==> src/rtl/cpu_pkg.sv <==
// cpu_pkg: shared CPU-wide widths, constants and the fetch buffer entry type.
//   XLEN          - address/register width
//   ILEN          - instruction word width
//   NOP_INSTR     - canonical no-op (addi x0, x0, 0)
//   fetch_entry_t - {pc, instr} pair held in the fetch buffer
package cpu_pkg;

  localparam int unsigned XLEN = 32;
  localparam int unsigned ILEN = 32;

  localparam logic [ILEN-1:0] NOP_INSTR = 32'h0000_0013;

  typedef struct packed {
    logic [XLEN-1:0] pc;
    logic [ILEN-1:0] instr;
  } fetch_entry_t;

endpackage

==> src/rtl/fetch_unit_if.sv <==
// fetch_unit_if: bundles the fetch stage's ROM port, redirect port and
// decode-side valid/ready handshake.
//   rom_req/rom_addr      fetch -> ROM   read strobe and byte address
//   rom_rdata             ROM -> fetch   word, one cycle after rom_req
//   redirect_valid/_pc    execute -> fetch   PC change request
//   instr_valid/_data/_pc fetch -> decode    buffered head instruction
//   instr_ready           decode -> fetch    head accepted this cycle
// master: the fetch unit side; slave: the surrounding ROM/execute/decode side.
interface fetch_unit_if;
  import cpu_pkg::*;

  logic            rom_req;
  logic [XLEN-1:0] rom_addr;
  logic [ILEN-1:0] rom_rdata;
  logic            redirect_valid;
  logic [XLEN-1:0] redirect_pc;
  logic            instr_valid;
  logic            instr_ready;
  logic [ILEN-1:0] instr_data;
  logic [XLEN-1:0] instr_pc;

  modport master (
    output rom_req, rom_addr, instr_valid, instr_data, instr_pc,
    input  rom_rdata, redirect_valid, redirect_pc, instr_ready
  );

  modport slave (
    input  rom_req, rom_addr, instr_valid, instr_data, instr_pc,
    output rom_rdata, redirect_valid, redirect_pc, instr_ready
  );

endinterface

==> src/rtl/fetch_unit_fifo.sv <==
// fetch_fifo: small instruction buffer of {pc, instr} entries.
//   clk, reset  - clock, synchronous active-high reset
//   clear       - synchronous flush (redirect)
//   push        - write push_data at the tail
//   pop         - drop the head (caller guarantees non-empty)
//   head        - current head entry (undefined when count == 0)
//   count       - number of valid entries, 0..DEPTH
// Simultaneous push and pop is allowed at any occupancy; the caller's credit
// scheme guarantees no push is issued into a full buffer without a pop.
module fetch_fifo
  import cpu_pkg::*;
#(
  parameter int unsigned DEPTH = 2
) (
  input  logic                   clk,
  input  logic                   reset,
  input  logic                   clear,
  input  logic                   push,
  input  fetch_entry_t           push_data,
  input  logic                   pop,
  output fetch_entry_t           head,
  output logic [$clog2(DEPTH):0] count
);

  localparam int unsigned AW = $clog2(DEPTH);

  fetch_entry_t    mem [DEPTH];
  logic [AW-1:0]   rd_ptr;
  logic [AW-1:0]   wr_ptr;

  // Storage has no reset; only the pointers/count define validity.
  always_ff @(posedge clk) begin
    if (push && !clear && !reset) begin
      mem[wr_ptr] <= push_data;
    end
  end

  always_ff @(posedge clk) begin
    if (reset || clear) begin
      rd_ptr <= '0;
      wr_ptr <= '0;
      count  <= '0;
    end else begin
      if (push) wr_ptr <= wr_ptr + 1'b1;
      if (pop)  rd_ptr <= rd_ptr + 1'b1;
      unique case ({push, pop})
        2'b10:   count <= count + 1'b1;
        2'b01:   count <= count - 1'b1;
        default: count <= count;
      endcase
    end
  end

  assign head = mem[rd_ptr];

endmodule

==> src/rtl/fetch_unit.sv <==
// fetch_unit: instruction fetch stage between program ROM and decode.
//   RESET_PC    - first fetch address after reset
//   FIFO_DEPTH  - instruction buffer entries (power of two, >= 2)
//   clk, reset  - clock, synchronous active-high reset
//   bus         - fetch_unit_if.master: ROM read port, redirect input and
//                 decode valid/ready handshake
// Issues one sequential ROM read per cycle while buffer credit allows,
// buffers {pc, word} pairs and flushes everything on a redirect.
module fetch_unit
  import cpu_pkg::*;
#(
  parameter logic [XLEN-1:0] RESET_PC   = 32'h0000_0000,
  parameter int unsigned     FIFO_DEPTH = 2
) (
  input  logic                clk,
  input  logic                reset,
  fetch_unit_if.master        bus
);

  localparam int unsigned CW = $clog2(FIFO_DEPTH) + 1;

  logic [XLEN-1:0] fetch_pc;
  logic            inflight;
  logic [XLEN-1:0] inflight_pc;

  logic [CW-1:0]   count;
  fetch_entry_t    head;
  fetch_entry_t    push_entry;
  logic            pop;
  logic            push;
  logic            valid;
  logic [CW:0]     occupancy;
  logic [CW:0]     limit;

  assign valid = (count != '0);
  assign pop   = valid && bus.instr_ready;

  // Credit check: count + inflight - pop < FIFO_DEPTH, rearranged to
  // avoid underflow as count + inflight < FIFO_DEPTH + pop.
  assign occupancy = {1'b0, count} + {{CW{1'b0}}, inflight};
  assign limit     = (CW+1)'(FIFO_DEPTH) + {{CW{1'b0}}, pop};

  assign bus.rom_req  = !reset && !bus.redirect_valid && (occupancy < limit);
  assign bus.rom_addr = fetch_pc;

  // Returning word is discarded when a redirect lands in the same cycle.
  assign push       = inflight && !bus.redirect_valid;
  assign push_entry = '{pc: inflight_pc, instr: bus.rom_rdata};

  always_ff @(posedge clk) begin
    if (reset) begin
      fetch_pc    <= RESET_PC;
      inflight    <= 1'b0;
      inflight_pc <= '0;
    end else if (bus.redirect_valid) begin
      fetch_pc    <= {bus.redirect_pc[XLEN-1:2], 2'b00};
      inflight    <= 1'b0;
    end else if (bus.rom_req) begin
      fetch_pc    <= fetch_pc + 32'd4;
      inflight    <= 1'b1;
      inflight_pc <= fetch_pc;
    end else begin
      inflight    <= 1'b0;
    end
  end

  fetch_fifo #(
    .DEPTH (FIFO_DEPTH)
  ) u_fifo (
    .clk       (clk),
    .reset     (reset),
    .clear     (bus.redirect_valid),
    .push      (push),
    .push_data (push_entry),
    .pop       (pop),
    .head      (head),
    .count     (count)
  );

  assign bus.instr_valid = valid;
  assign bus.instr_data  = valid ? head.instr : '0;
  assign bus.instr_pc    = valid ? head.pc    : '0;

endmodule

==> src/flat_wrapper.sv <==
// flat-port wrapper written by rule: the top's interface ports become plain ports
module fetch_unit_flat import cpu_pkg::*;
#(
  parameter logic [XLEN-1:0] RESET_PC   = 32'h0000_0000,
  parameter int unsigned     FIFO_DEPTH = 2
)
  (clk, reset, bus_rom_req, bus_rom_addr, bus_instr_valid, bus_instr_data, bus_instr_pc, bus_rom_rdata, bus_redirect_valid, bus_redirect_pc, bus_instr_ready);
  fetch_unit_if bus_i ();
  input  logic clk;
  input  logic reset;
  output wire logic [$bits(bus_i.rom_req)-1:0] bus_rom_req;
  output wire logic [$bits(bus_i.rom_addr)-1:0] bus_rom_addr;
  output wire logic [$bits(bus_i.instr_valid)-1:0] bus_instr_valid;
  output wire logic [$bits(bus_i.instr_data)-1:0] bus_instr_data;
  output wire logic [$bits(bus_i.instr_pc)-1:0] bus_instr_pc;
  input wire logic [$bits(bus_i.rom_rdata)-1:0] bus_rom_rdata;
  input wire logic [$bits(bus_i.redirect_valid)-1:0] bus_redirect_valid;
  input wire logic [$bits(bus_i.redirect_pc)-1:0] bus_redirect_pc;
  input wire logic [$bits(bus_i.instr_ready)-1:0] bus_instr_ready;
  assign bus_rom_req = bus_i.rom_req;
  assign bus_rom_addr = bus_i.rom_addr;
  assign bus_instr_valid = bus_i.instr_valid;
  assign bus_instr_data = bus_i.instr_data;
  assign bus_instr_pc = bus_i.instr_pc;
  assign bus_i.rom_rdata = bus_rom_rdata;
  assign bus_i.redirect_valid = bus_redirect_valid;
  assign bus_i.redirect_pc = bus_redirect_pc;
  assign bus_i.instr_ready = bus_instr_ready;
  fetch_unit #(.RESET_PC(RESET_PC), .FIFO_DEPTH(FIFO_DEPTH)) u_core (.clk(clk), .reset(reset), .bus(bus_i));
endmodule
==> config.mk <==
export PLATFORM = sky130hd
export DESIGN_NAME = fetch_unit_flat
export DESIGN_NICKNAME = d
export VERILOG_FILES = /design/src/rtl/cpu_pkg.sv /design/src/rtl/fetch_unit_if.sv /design/src/rtl/fetch_unit_fifo.sv /design/src/rtl/fetch_unit.sv /design/src/flat_wrapper.sv
export SDC_FILE = /design/constraint.sdc
export NUM_CORES = 1
export LEC_CHECK = 0
export BUFFER_PORTS_ARGS = -buffer_cell sky130_fd_sc_hd__buf_2
export CAP_MARGIN = 0
export CORE_MARGIN = 2
export CORE_UTILIZATION = 41
export CTS_CLUSTER_DIAMETER = 60
export CTS_CLUSTER_SIZE = 14
export DETAILED_ROUTE_END_ITERATION = 8
export MAX_ROUTING_LAYER = met4
export PLACE_DENSITY = 0.61
export SLEW_MARGIN = 15
export SYNTH_ARGS = -nofsm -noshare
export SYNTH_HDL_FRONTEND = slang
export SYNTH_SLANG_ARGS = --single-unit
export TNS_END_PERCENT = 5
==> constraint.sdc <==
create_clock -name clk -period 4.35 [get_ports clk]
set_input_delay 0.435 -clock clk [delete_from_list [all_inputs] [get_ports clk]]
set_output_delay 0.435 -clock clk [all_outputs]
set_load 0.1 [all_outputs]
Word level (Yosys, flattened, before mapping)
Memory sizes are Yosys's and may differ from the RTL's. A register that Yosys moved wholly into a read port is not among the register bits.
Index checks and enable logic that the tools add are counted.
Word-level totals
  flip-flop bits (word level): 69
  RAM bits: 128
  input bits: 68
  output and inout bits: 98
  logic and storage cells: 43
  memories kept: 1
Operators by class
  $add $sub $neg: 7
  magnitude comparators: 1
  equal/unequal tests: 2
  muxes and demuxes: 10
  bitwise gates (word level): 1
  reductions and logical operators: 14
Memories
  u_core.u_fifo.mem: depth 2, width 64, rd ports 1, clocked after memory_dff 1, wr ports 1, line fetch_unit_fifo.sv:27  | fetch_entry_t mem [DEPTH];
Operator list (number)
  two-way mux 32 bit: 4
  adder 32 x 3 -> 32 bit (second input constant): 1
  logical AND 1 bit: 6
  nonzero test 2 bit: 3
  two-way mux 1 bit: 5
  case mux 2 bit (2 select lines): 1
  adder 2 x 1 -> 3 bit: 1
  adder 2 x 1 -> 3 bit (first input constant): 1
  less-than comparator 3 bit: 1
  adder 1 bit (second input constant): 2
  adder 2 x 1 -> 2 bit (second input constant): 1
  == test 2 x 1 -> 1 bit (second input constant): 1
  == test 2 bit (second input constant): 1
  zero test 1 bit: 2
  AND reduction 2 bit: 1
  OR reduction 2 bit: 1
  subtractor 2 x 1 -> 2 bit (second input constant): 1
  logical OR 1 bit: 1
  NOT 1 bit: 1

Logic depth before layout (Yosys ltp)
Gate-level depths: netlist of the first run.
  depth after elaboration: 7
  depth in mapped cells: 9
  gate-level depth less buffers: 7

By module
A second synthesis of the first run with hierarchy kept.
Second synthesis, totals
  cells, all modules: 647
  area total of the unflattened synthesis: 8230.4 sq um
By module, submodules not included
  fetch_fifo: instances 1, cells each 220, area each 4845.9 sq um, sequential area each 3943.8 sq um
  fetch_unit: instances 1, cells each 427, area each 3384.5 sq um, sequential area each 1221.2 sq um

Least setup slack after synthesis of the first run
OpenSTA, ideal clock, no wires.
  path type: input to register
  start: input port bus_redirect_valid
  end: memory u_core.u_fifo.mem[0][0] in the netlist's numbering (enable)
  setup time: 0.482 ns
  arrival time: 3.405 ns
  required time: 3.868 ns
  path slack: 0.462 ns
  stages on the path: 4
  buffers on the path: 1
  cells stage by stage: buf_2 nor2_1 nand2_1 nor2_1
Between the ends
  cells in the longest elaborated chain, start to end: 6
Ends and longest elaborated chain
  from (decl): line flat_wrapper.sv:17  | input wire logic [$bits(bus_i.redirect_valid)-1:0] bus_redirect_valid;
  zero test 1 bit (*): line fetch_unit_fifo.sv:33, fetch_unit.sv:47
  logical AND 1 bit: line fetch_unit.sv:47  | assign push = inflight && !bus.redirect_valid;
  logical AND 1 bit (*) (2 in a row): line fetch_unit_fifo.sv:33  | if (push && !clear && !reset) begin
  two-way mux 1 bit (*): line fetch_unit_fifo.sv:33
  two-way mux 1 bit (not written as such) (*): line fetch_unit_fifo.sv:34  | mem[wr_ptr] <= push_data;
  to (decl): line fetch_unit_fifo.sv:27
Every way passes the cells marked *; elsewhere a longest branch is shown, timed or not.

Worst setup path after layout of the first run
  start: register u_core.u_fifo.count[0]
  end: output port bus_instr_data[18]
Between the ends
  cells in the longest elaborated chain, start to end: 2
Ends and longest elaborated chain
  from (decl): line fetch_unit_fifo.sv:22  | output logic [$clog2(DEPTH):0] count
  from (signal assigned): line fetch_unit_fifo.sv:47  | 2'b10: count <= count + 1'b1;
  from (signal assigned): line fetch_unit_fifo.sv:48  | 2'b01: count <= count - 1'b1;
  from (signal assigned): line fetch_unit_fifo.sv:49  | default: count <= count;
  nonzero test 2 bit: line fetch_unit.sv:35  | assign valid = (count != '0);
  two-way mux 32 bit: line fetch_unit.sv:81  | assign bus.instr_data = valid ? head.instr : '0;
  to (decl): line flat_wrapper.sv:14  | output wire logic [$bits(bus_i.instr_data)-1:0] bus_instr_data;
Every way passes these cells.

==> results of run 1 <==
[placed cells by master, fill, tap and decap left out, types with 5 or more instances in the layout]
master and instances:
sky130_fd_sc_hd__a211oi_1 13, sky130_fd_sc_hd__a21oi_1 38, sky130_fd_sc_hd__a31oi_1 5, sky130_fd_sc_hd__and2_1 7, sky130_fd_sc_hd__and4_1 7, sky130_fd_sc_hd__buf_2 159
sky130_fd_sc_hd__buf_4 8, sky130_fd_sc_hd__clkbuf_16 18, sky130_fd_sc_hd__dfxtp_1 65, sky130_fd_sc_hd__edfxtp_1 124, sky130_fd_sc_hd__inv_1 7, sky130_fd_sc_hd__mux2i_1 62
sky130_fd_sc_hd__nand2_1 81, sky130_fd_sc_hd__nand3_1 10, sky130_fd_sc_hd__nand4_1 11, sky130_fd_sc_hd__nor2_1 85, sky130_fd_sc_hd__nor3_1 5, sky130_fd_sc_hd__nor4_2 5
sky130_fd_sc_hd__xnor2_1 16, sky130_fd_sc_hd__xor2_1 6
[critical path, cell delays in order (launching register included)]
cell and delay [ps]:
sky130_fd_sc_hd__dfxtp_1 400, sky130_fd_sc_hd__nor2_4 690, sky130_fd_sc_hd__buf_4 430, sky130_fd_sc_hd__nor2_1 90, sky130_fd_sc_hd__buf_2 300
[cells by family (layout without fill, tap and decap cells)]
| group | Yosys count | in the layout | share of synthesized area [%] |
|---|---|---|---|
| AND/OR/NAND/NOR | 241 | 241 | 14.69 |
| AO/OA/AOI/OAI | 83 | 83 | 6.851 |
| multiplexers | 64 | 64 | 8.208 |
| other | 1 | 4 | 0.04786 |
| adder cells (fa/ha/maj) | 4 | 4 | 0.6388 |
| flip-flops | 190 | 190 | 64.39 |
| buffers and inverters | 50 | 208 | 2.715 |
| XOR/XNOR | 22 | 22 | 2.459 |
[through the flow]
step                cells  total power, uW
floorplan             658             2351
global placement     1018             2446
detailed placement   1018             2453
CTS                  1050             3950
global route         1050             4039
finish               1050             3902
[worst min path at each step]
stage / from / endpoint / slack [ps]
after floorplan: u_core.inflight_pc[2] / u_core.u_fifo.mem[0][34] / 430
after global placement: u_core.inflight_pc[14] / u_core.u_fifo.mem[1][46] / 430
after detailed placement: u_core.inflight_pc[14] / u_core.u_fifo.mem[1][46] / 440
after CTS: bus_rom_rdata[28] / u_core.u_fifo.mem[0][28] / 170
after global routing: bus_rom_rdata[22] / u_core.u_fifo.mem[0][22] / 180
final: bus_rom_rdata[23] / u_core.u_fifo.mem[1][23] / 200
[state kept, by name, summed over array words and instances, names as in the netlist, named ones only]
signal,cells
u_core.bus.rom_addr,30
u_core.inflight,1
u_core.inflight_pc,30
u_core.u_fifo.count,2
u_core.u_fifo.mem,124
u_core.u_fifo.rd_ptr,1
u_core.u_fifo.wr_ptr,1
[power by group]
part           switching [uW]  leakage (uW)  internal [uW]
sequential               49.5       0.00174           1950
combinational             326       0.00144           83.0
clock                     632      0.000277            856
[routing by layer]
metal	routed length, um	global-route usage, %
met1	8572	24.53
met2	8216	28.63
met3	1096	4.307
met4	327	6.053
met5	0	-
[area by class of cell]
cell class / count / area, um^2 / area share [%]
clock inverters: 8 / 77.57 / 0.8247
repair buffers: 167 / 855.8 / 9.098
clock buffers: 24 / 493.0 / 5.241
multi-input cells: 418 / 2605 / 27.69
well taps: 234 / 292.8 / 3.113
flip-flops and latches: 190 / 5049 / 53.67
inverters: 9 / 33.78 / 0.3591
==> metrics list, run 1 <==
- Post-layout worst setup margin: 1552 ps
* Start point of the critical path: u_core.u_fifo.count[0]
- STA puts the critical path data arrival time at 2360 ps.
* Post-CTS Resized: 0
* Type of element launching the critical path: flip-flop
* Share of layout cells above drive strength 1: 26.47%
- On the final layout, the worst clock skew is 6.283 ps.
- Worst setup path end: bus_instr_data[18]
- The worst hold path belongs to the class in -> reg.
- Clock latency of the later-clocked register in the worst-skew pair: between 400 and 500 ps
* Critical Path RT: 3910 ps
- After detailed routing, the number of remaining DRC violations is 0.
- Among all cell types in the netlist, the one instantiated most often is sky130_fd_sc_hd__edfxtp_1.
* Synthesis-to-finish area growth: 20.06%
- Vias in the first global route: 5265
- Layout Nets: 875
- Yosys warnings: 0
- Among all flip-flop cells after synthesis, the most frequent one is sky130_fd_sc_hd__edfxtp_1.
- F_max: between 300 and 400 MHz
- Slack of the worst reg-to-reg path: 1930 ps
- TritonCTS built the clock tree.
- Of the synthesized area, sequential elements account for 64.39%.
* Unrepaired setup endpoints after global routing: no
* GRT Overall Usage: 18.61%
- The repair_antennas step left the layout with diodes totalling 0.
- Clock transition time at the flip-flop clock pins of the worst setup and hold paths: 70 ps
* Fraction of the core area covered by cells at the end of the flow: 50.29%
* Worst setup timing slack at the placement stage: 1761 ps
* Standard-cell row count: 50
- Counting the buffers created by CTS gives 17.
- Clk buf depth: 2
- For the pin with the worst max-slew slack, the measured transition is 1087 ps.
- Using the TritonRoute via totals, the vias-per-cell ratio works out to 5.203.
* Final setup vio count: 0
- Yosys top cell by area: sky130_fd_sc_hd__edfxtp_1
- The worst setup path is of the reg -> out kind.
- Number of hold-repair buffers added at the cts stage: 0
- The number of pins with negative max-slew slack in the final report is 0.
* Design Area, Final: 9407 um^2
- The die is about 140 um wide.
* Remaining antenna violation count: 0
- Once placement finished, the instance area stood at 8836 um^2.
* Clock tree root driver cell: sky130_fd_sc_hd__clkbuf_16
* Placed wire-length estimate: 12450 um
* Mapped Avg Cell Area: 11.96 um^2
* Count of TritonRoute iterations in the first routing pass: 6
- The smallest clock period supported by the final layout is computed as 2798 ps.
* Worst hold slack after final layout: 201.5 ps
- The total overflow left after global routing is 0.
- Final total negative setup slack: 0 ps
- The commonest cells after synthesis are 124 x sky130_fd_sc_hd__edfxtp_1, 87 x sky130_fd_sc_hd__nor2_1, 81 x sky130_fd_sc_hd__nand2_1.
- Counting instances, the worst hold path has a depth of 1.
- Path depth of the worst reg2reg path: 6
- The synthesized design contains 190 register bits.
- H-Tree Level Count: 4
- The worst register-to-register path begins at u_core.u_fifo.count[0].
- Portion of synthesized cell area occupied by the leading cell type: 47.52%
* Vertical extent of the die: 142.2 um
- The first global-routing pass estimated ~28000 um of wire.
- Summed over all layers, the routed wires come to 18210 um.
- After floorplanning, the core was sized to cover 18710 um^2.
- The synthesized design contains 124 enable-type register cells.
- For this run, asynchronously set or reset flops after synthesis account for 0%.
* Number of buffers added for setup after CTS: 0
- Clock Sink Count: 190
- The endpoint identified for the worst register-to-register timing path is u_core.bus.rom_addr[19].
* Cell area power density: 414.8 nW/um^2
- For this design the top-level I/O count stands at 166.
- After synthesis, the netlist uses 56 different library cells.
- Die area: just over 20000 um^2
- Gpl congestion: around 0.9
- In this run the tightest slew margin relative to its limit is 27.55%.
* 1st-iter DRT viols: 394
- Total via count in the routed design: 5463
- Kind of capture point of the worst setup path: primary output
* Crit-path max FO: 35
- During placement, the flow inserted port buffers numbering 159.
* Run status: finished, final reports clean
* Share of the cycle needed by the critical path after routing: around 64%
* Initial Util: 41.89%
- Dividing the detail-routed wire length by the instance count gives 17.35 um.
* Largest net degree at the start of global routing: 63
- The number of antenna violations at the first check in global routing came to 0.
- In the synthesized netlist, the number of instances is 655.
- The synthesized netlist occupies a cell area of 7835 um^2.
- Main area contributors after synthesis: sky130_fd_sc_hd__edfxtp_1 48%, sky130_fd_sc_hd__dfxtp_1 17%, sky130_fd_sc_hd__mux2i_1 7.9%, sky130_fd_sc_hd__nor2_1 4.2%, sky130_fd_sc_hd__nand2_1 3.9%
- Hold Fails Final Rpt: 0
* Worst VDD drop: 0.0002720 V
- P_leak: 0.003462 uW
- The filler cells instantiated in the layout total ~1700.
- Max-cap violations: 0
Power figures use the tool's default switching activity.
==> run 2: changes to the inputs <==
Settings changed: ABC_AREA set to 1, PLACE_DENSITY 0.61 to 0.6.
Clock period 4.35 ns to 2.7 ns, I/O delays scaled along.
==> metrics list, run 2 <==
* Layout Nets: 1106 (+26%)
* Total via count in the routed design: 6227 (+14%)
* Number of cells produced by synthesis: 878 (+34%)
- Kind of capture point of the worst setup path: primary output
* Clock latency of the later-clocked register in the worst-skew pair: 430 ps (about the same)
- The global-route usage over all layers came to 18.58% (-0.029 points).
- The number of distinct library cells after synthesis was 35 (-38%).
- Main area contributors after synthesis: sky130_fd_sc_hd__edfxtp_1 45%, sky130_fd_sc_hd__dfxtp_1 16%, sky130_fd_sc_hd__nand2_1 12%, sky130_fd_sc_hd__a21oi_1 7.1%, sky130_fd_sc_hd__nand3_1 3.3%
- Leaving out fill and tap cells, the most frequent cells in the layout are 266 x sky130_fd_sc_hd__nand2_1, 153 x sky130_fd_sc_hd__buf_2, 124 x sky130_fd_sc_hd__edfxtp_1.
- The number of buffers inserted by post-CTS setup repair came to 0 (unchanged).
* First-pass GRT wire length: 30430 um (+8.6%)
- Worst hold slack after final layout: 33.36 ps (-168.1 ps)
- Via count normalized by instance count: 4.746 (-8.8%)
* Top FF cell, synth: sky130_fd_sc_hd__edfxtp_1
* Largest stage delay, worst path: 540 ps (-150 ps)
* Placeable core region: 19590 um^2 (+4.7%)
- The number of flip-flops under the largest register name was 124 (unchanged).
- The area enclosed by the die boundary was 21190 um^2 (+4.7%).
- The number of antenna violations at the first check in global routing is 0 (unchanged).
* Share of the cycle needed by the critical path after routing: 86.54%
- Routed wirelength normalized by instance count: 14.10 um (-19%)
* Most frequent standard cell in the layout excluding fill and tap cells: sky130_fd_sc_hd__nand2_1
- Share of layout cells above drive strength 1: 23.50% (-3.0 points)
- Number of buffers created by CTS: 17 (unchanged)
- Of all cell types, the one taking the most synthesized area is sky130_fd_sc_hd__edfxtp_1.
- The number of cells on the worst hold path came to 1 (unchanged).
- Placed wire-length estimate: 12760 um (+2.5%)
* Vias in the first global route: 5823 (+11%)
- The final non-filler cell area came to 10050 um^2 (+6.9%).
- Final setup vio count: 0 (unchanged)
- Remaining DRCs: 0 (unchanged)
* Gpl congestion: 0.8483 (-3.5%)
* Number of input and output port buffers inserted: 159 (unchanged)
* Die boundary width: 145.6 um (+2.3%)
- Crit-path max FO: 30 (-14%)
- Largest net degree at the start of global routing: 63 (unchanged)
- Seq cells post-synth: 190 (unchanged)
- The initial core utilization is 41.94% (+0.057 points).
- 1st-iter DRT viols: 350 (-11%)
- The synthesized area per cell is 9.358 um^2 (-22%).
* Most used standard cell by instance count after synthesis: sky130_fd_sc_hd__nand2_1
- Clock Sink Count: 190 (unchanged)
- Standard-cell row count: 51 (+2.0%)
- The number of antenna diodes is 0 (unchanged).
- In this run the worst hold path is classified as in -> reg.
* Fraction of registers with async set or reset after synthesis: 0% (unchanged)
- Critical Path RT: 2430 ps (-1480 ps)
- The max-cap check violation count is 0 (unchanged).
- Number of filler instances in the final layout: 1883 (+12%)
- Data arrival time of the worst path: 2070 ps (-290 ps)
- The register with the most flip-flops in the final layout is u_core.u_fifo.mem.
- I/O pin count: 166 (unchanged)
- The cell sitting at the root of the clock tree is a sky130_fd_sc_hd__clkbuf_16.
- P_leak: 0.004199 uW (+21%)
- The number of enable flip-flop cells after synthesis was 124 (unchanged).
- The number of iterations in the first detailed-routing pass came to 5 (-1).
- Sorting the synthesized cells by how often they occur yields 266 x sky130_fd_sc_hd__nand2_1, 124 x sky130_fd_sc_hd__edfxtp_1, 116 x sky130_fd_sc_hd__a21oi_1.
* Worst VDD drop: 0.0004504 V (+66%)
* Vertical extent of the die: 145.6 um (+2.3%)
* Remaining antenna violation count: 0 (unchanged)
- The maximum level of the CTS H-tree came to 4 (unchanged).
- TritonCTS built the clock tree.
* Worst rel slew slack: 58.21% (+31 points)
- Run status: finished, final reports clean
* Proportion of synthesized chip area in sequential cells: 61.40% (-3.0 points)
- The worst setup path is of the reg -> out kind.
- Cells traversed along the worst timing path: buf_4 -> nand2_1 -> a21oi_1 -> buf_2
* Path depth of the worst reg2reg path: 8 (+2)
* Type of element launching the critical path: flip-flop
- Relative to the synthesized area, the layout overhead comes to 22.35%.
- Slowest cell on the critical path: sky130_fd_sc_hd__dfxtp_4
- The cell area power density was 644.9 nW/um^2 (+55%).
- Portion of synthesized cell area occupied by the leading cell type: 45.32% (-2.2 points)
* Multi-input combinational cell area: 2725 um^2 (+4.6%)
- The final count of hold timing violations came to 0 (unchanged).
* Total Wirelength: 18490 um (+1.5%)
- The maximum buffer depth of the clock tree came to 2 (unchanged).
- For this run, the top clock speed supported by timing is 428.0 MHz.
- Fin Clk Skew: 12.42 ps (+6.132 ps)
- Slew at the pin closest to its max-slew limit: 624.8 ps (-462.0 ps)
* Overflow left after global routing: 0 (unchanged)
* Unrepaired setup endpoints after global routing: no
* Yosys warnings: 0 (unchanged)
* Area post-placement: 9452 um^2 (+7.0%)
- The area taken by flip-flops and latches is 5049 um^2 (unchanged).
- Final slew viol count: 0 (unchanged)
- Subtracting the final worst setup slack from the clock period gives approximately 2300 ps.
* Clock transition time at the flip-flop clock pins of the worst setup and hold paths: 70 ps (about the same)
- Total standard cell area after synthesis: 8217 um^2 (+4.9%)
## run 2: cell count changes in the layout (fill, tap and decap cells not counted), sizes merged, moves of 7 or more
cell	delta
nand2	+193
a21oi	+79
mux2i	-62
inv	+61
nand3	+44
o21ai	+37
nor2	-22
a211oi	-13
xnor2	-13
buf	+12
nand4	-12
nor4	-9
and4	-7
clkbuf	-7
## run 2: logic make-up (layout without fill, tap and decap cells)
group / after synthesis / in the layout / share of synthesized area, %
AO/OA/AOI/OAI: 163 / 163 / 10.11
flip-flops: 190 / 190 / 61.40
buffers and inverters: 111 / 277 / 5.802
other: 1 / 4 / 0.04564
adder cells (fa/ha/maj): 4 / 4 / 0.6091
AND/OR/NAND/NOR: 401 / 401 / 21.18
XOR/XNOR: 8 / 8 / 0.8528
## run 2: repair_timing
action | 4_1_cts | 5_1_grt
setup endpoints to repair | 0 | 3
resized for setup | 0 | 1
hold buffers | 0 | 0
## run 2: cell type report
class | count | share of cell area [%]
inverters | 66 | 2.489
repair buffers | 179 | 10.93
clock buffers | 17 | 4.231
well taps | 265 | 3.298
flip-flops and latches | 190 | 50.22
multi-input cells | 580 | 27.11
clock inverters | 15 | 1.730
## run 2: worst paths after layout
kind	startpoint	endpoint	slack (ps)
max	flip-flop	bus_instr_data[11]	360
min	bus_rom_rdata[3]	u_core.u_fifo.mem[0][3]	30
max reg2reg	u_core.u_fifo.count[0]	u_core.bus.rom_addr[23]	780
min reg2reg	u_core.inflight_pc[26]	u_core.u_fifo.mem[0][58]	450
## run 2: critical path: cells and delay by family, from the launching register on
kind | cells | cell delay (ps)
flip-flops | 1 | 540
AO/OA/AOI/OAI | 1 | 180
AND/OR/NAND/NOR | 1 | 90
buffers and inverters | 2 | 830
## run 2: power by group
group | leakage [uW] | internal, uW | switching [uW]
registers | 0.00169 | 3170 | 75.4
clock network | 0.000289 | 1400 | 1110
logic | 0.00222 | 155 | 570
total | 0.00420 | 4720 | 1760
## run 2: per-layer routing
metal  vias to the layer above  wire, um  track usage (%)
li1                       3222         -                -
met3                        16      1041            3.480
met1                      2797      9088            26.43
met2                       192      8177            27.18
met4                         0       186            5.539
met5                         -         0                -
## run 2: metrics by stage
stage	power [uW]	util (%)	setup TNS [ps]	instances	worst slack [ps]
after floorplan	3860	-	-20040	881	-246.5
after global placement	4032	48.25	0	1280	618.0
after detailed placement	4039	48.25	0	1280	623.2
after CTS	6555	51.31	0	1312	154.0
after global routing	6723	51.32	0	1312	160.8
final	6484	51.32	0	1312	363.3
==> run 3: changes to the inputs <==
Settings changed: ABC_AREA 1 to unset, PLACE_DENSITY 0.6 to 0.61.
==> metrics list, run 3 (synthesized netlist as in run 1, its figures left out) <==
* Type of element launching the critical path: flip-flop
- Run status: finished, final reports clean
- Overflow left after global routing: 0 (unchanged)
- Hold WC Path Type: in -> reg
- The number of iterations in the first detailed-routing pass came to 5 (unchanged).
- The layout filler cell count came to 1665 (-12%).
- Antenna violations before repair: 0 (unchanged)
- The arrival time at the worst endpoint is 2270 ps (+200 ps).
* Placed wire-length estimate: 12610 um (-1.1%)
* Design Area, Final: 9529 um^2 (-5.2%)
* Multi-input combinational cell area: 2608 um^2 (-4.3%)
- H-Tree Level Count: 4 (unchanged)
- Register with the most flip-flops: u_core.u_fifo.mem
- Die boundary width: 142.2 um (-2.3%)
* Total Wirelength: 18420 um (-0.39%)
- The clock-pin slew on the worst setup and hold paths is 70 ps (about the same).
* Unrepaired setup endpoints after global routing: no
- TritonCTS clock tree: built
* Synthesis-to-finish area growth: 21.62%
* Share of the cycle needed by the critical path after routing: 93.93% (+7.4 points)
* Tmin final: 2536 ps (+199.5 ps)
- Vias in the first global route: 5521 (-5.2%)
* Clock Sink Count: 190 (unchanged)
- Critical Path RT: 2430 ps (about the same)
* Standard-cell row count: 50 (-2.0%)
- Number of buffers created by CTS: 17 (unchanged)
* Clock tree root driver cell: sky130_fd_sc_hd__clkbuf_16
- Total via count in the routed design: 5564 (-11%)
- Vertical extent of the die: 142.2 um (-2.3%)
- Crit-path max FO: 8 (-73%)
- Final total negative setup slack: 0 ps (unchanged)
* Register cell area after layout: 5049 um^2 (unchanged)
* Largest net degree at the start of global routing: 64 (+1.6%)
- The source-to-sink clock delay at the later pin of the worst-skew pair is 430 ps (about the same).
- The wire length on met2 came to 8615 um (+5.4%).
- The max-cap check violation count was 0 (unchanged).
- Among all stages on the critical path, the largest delay is contributed by sky130_fd_sc_hd__dfxtp_1.
* Remaining antenna violation count: 0 (unchanged)
- GRT Overall Usage: 19.11% (+0.52 points)
* Category of the critical setup timing path: reg -> out
- The cell area power density was 674.2 nW/um^2 (+4.5%).
* Commonest cells after routing, fill and taps aside: 159 x sky130_fd_sc_hd__buf_2, 124 x sky130_fd_sc_hd__edfxtp_1, 85 x sky130_fd_sc_hd__nor2_1
- M1 WL: 8427 um (-7.3%)
- Sum of buffers and inverters on the critical path: 2 (unchanged)
- The initial core utilization was 41.89% (-0.057 points).
* Final slew viol count: 0 (unchanged)
* Die area: 20230 um^2 (-4.5%)
* I/O pin count: 166 (unchanged)
- The maximum clock frequency was 394.3 MHz (-7.9%).
- The number of flip-flops under the largest register name was 124 (unchanged).
- Via count normalized by instance count: 5.259 (+11%)
* Dominant delay contributor by cell family on the critical path: buffers and inverters
- Cells traversed along the worst timing path: ha_1 -> ha_2 -> o21ai_4 -> nand2_2 -> clkinv_1 -> buf_2
- The peak per-stage delay on the critical path is 500 ps (-40 ps).
- The worst vdd rail ir drop was 0.0004738 V (+5.2%).
- The final estimated routing congestion in global placement is 0.9000 (+6.1%).
- Clk buf depth: 2 (unchanged)
- 1st-iter DRT viols: 314 (-10%)
* Routed wirelength normalized by instance count: 17.41 um (+24%)
- The final net count came to 883 (-20%).
- Worst rel slew slack: 55.53% (-2.7 points)
- Share of layout cells above drive strength 1: 27.31% (+3.8 points)
- Area post-placement: 8934 um^2 (-5.5%)
- Number of antenna cells inserted: 0 (unchanged)
- The wire length of the first global-routing pass came to 29060 um (-4.5%).
- The worst clock skew is 10.23 ps (-2.185 ps).
- Top routing layer in use: met4
- Fraction of the core area covered by cells at the end of the flow: 50.94% (-0.38 points)
- The met3 layer wire length in the routed design was 981 um (-5.8%).
* Remaining DRCs: 0 (unchanged)
- The number of buffers inserted by post-CTS setup repair is 0 (unchanged).
* Slew at the pin closest to its max-slew limit: 667.0 ps (+42.24 ps)
* Kind of capture point of the worst setup path: primary output
- Leaving out fill and tap cells, the most frequent cell in the layout is sky130_fd_sc_hd__buf_2.
* Hold Fails Final Rpt: 0 (unchanged)
- The number of port buffers is 159 (unchanged).
* Final setup vio count: 0 (unchanged)
- P_leak: 0.003510 uW (-16%)
- The placeable core region was 18710 um^2 (-4.5%).
-- run 3: cell count changes in the layout (fill, tap and decap cells not counted), moves of 32 or more --
| cell | previous run | this run |
|---|---|---|
| sky130_fd_sc_hd__a21oi_1 | 116 | 38 |
| sky130_fd_sc_hd__nand2_1 | 266 | 81 |
| sky130_fd_sc_hd__mux2i_1 | 0 | 62 |
| sky130_fd_sc_hd__o21ai_0 | 37 | 3 |
| sky130_fd_sc_hd__nand3_1 | 54 | 10 |
| sky130_fd_sc_hd__nor2_1 | 53 | 85 |
| sky130_fd_sc_hd__inv_1 | 57 | 7 |
-- run 3: final cells by class --
cell class	count	area share, %
sequential	190	52.98
multi-input combinational	418	27.36
timing repair buffer	175	10.01
clock buffer	18	4.504
tap	234	3.072
clock inverter	14	1.720
inverter	9	0.3545
-- run 3: repair_timing --
item                       4_1_cts  5_1_grt
hold buffers                     0        0
resized for setup                0        1
setup endpoints to repair        0        1
-- run 3: worst paths after layout --
| path | startpoint | to | slack, ps | cells after the start |
|---|---|---|---|---|
| max | u_core.u_fifo.count[0] | bus_rom_req | 160 | 6 |
| min | bus_rom_rdata[5] | u_core.u_fifo.mem[0][5] | 30 | 1 |
| max reg2reg | u_core.u_fifo.count[0] | u_core.bus.rom_addr[10] | 350 | 6 |
| min reg2reg | u_core.inflight_pc[21] | u_core.u_fifo.mem[0][53] | 460 | 0 |
-- run 3: power by group --
| group | internal, uW | total (uW) | switching (uW) |
|---|---|---|---|
| logic | 142 | 678 | 537 |
| clock network | 1460 | 2520 | 1070 |
| registers | 3150 | 3220 | 73.0 |
-- run 3: layer usage --
layer	GRT usage, %	up-vias
met5	-	-
met4	7.263	0
met3	3.499	30
met2	30.18	190
met1	24.65	2655
li1	-	2689
-- run 3: stage by stage --
step           std cells  worst slack, ps  total power, uW  hold WS [ps]
6_report            1058            163.8             6424         32.84
5_1_grt             1058            68.26             6624         12.33
4_1_cts             1058            23.17             6482         9.457
3_5_place_dp        1026            330.9             3965         444.6
3_3_place_gp        1026            386.3             3952         435.4
2_1_floorplan        658            10.39             3787         368.9
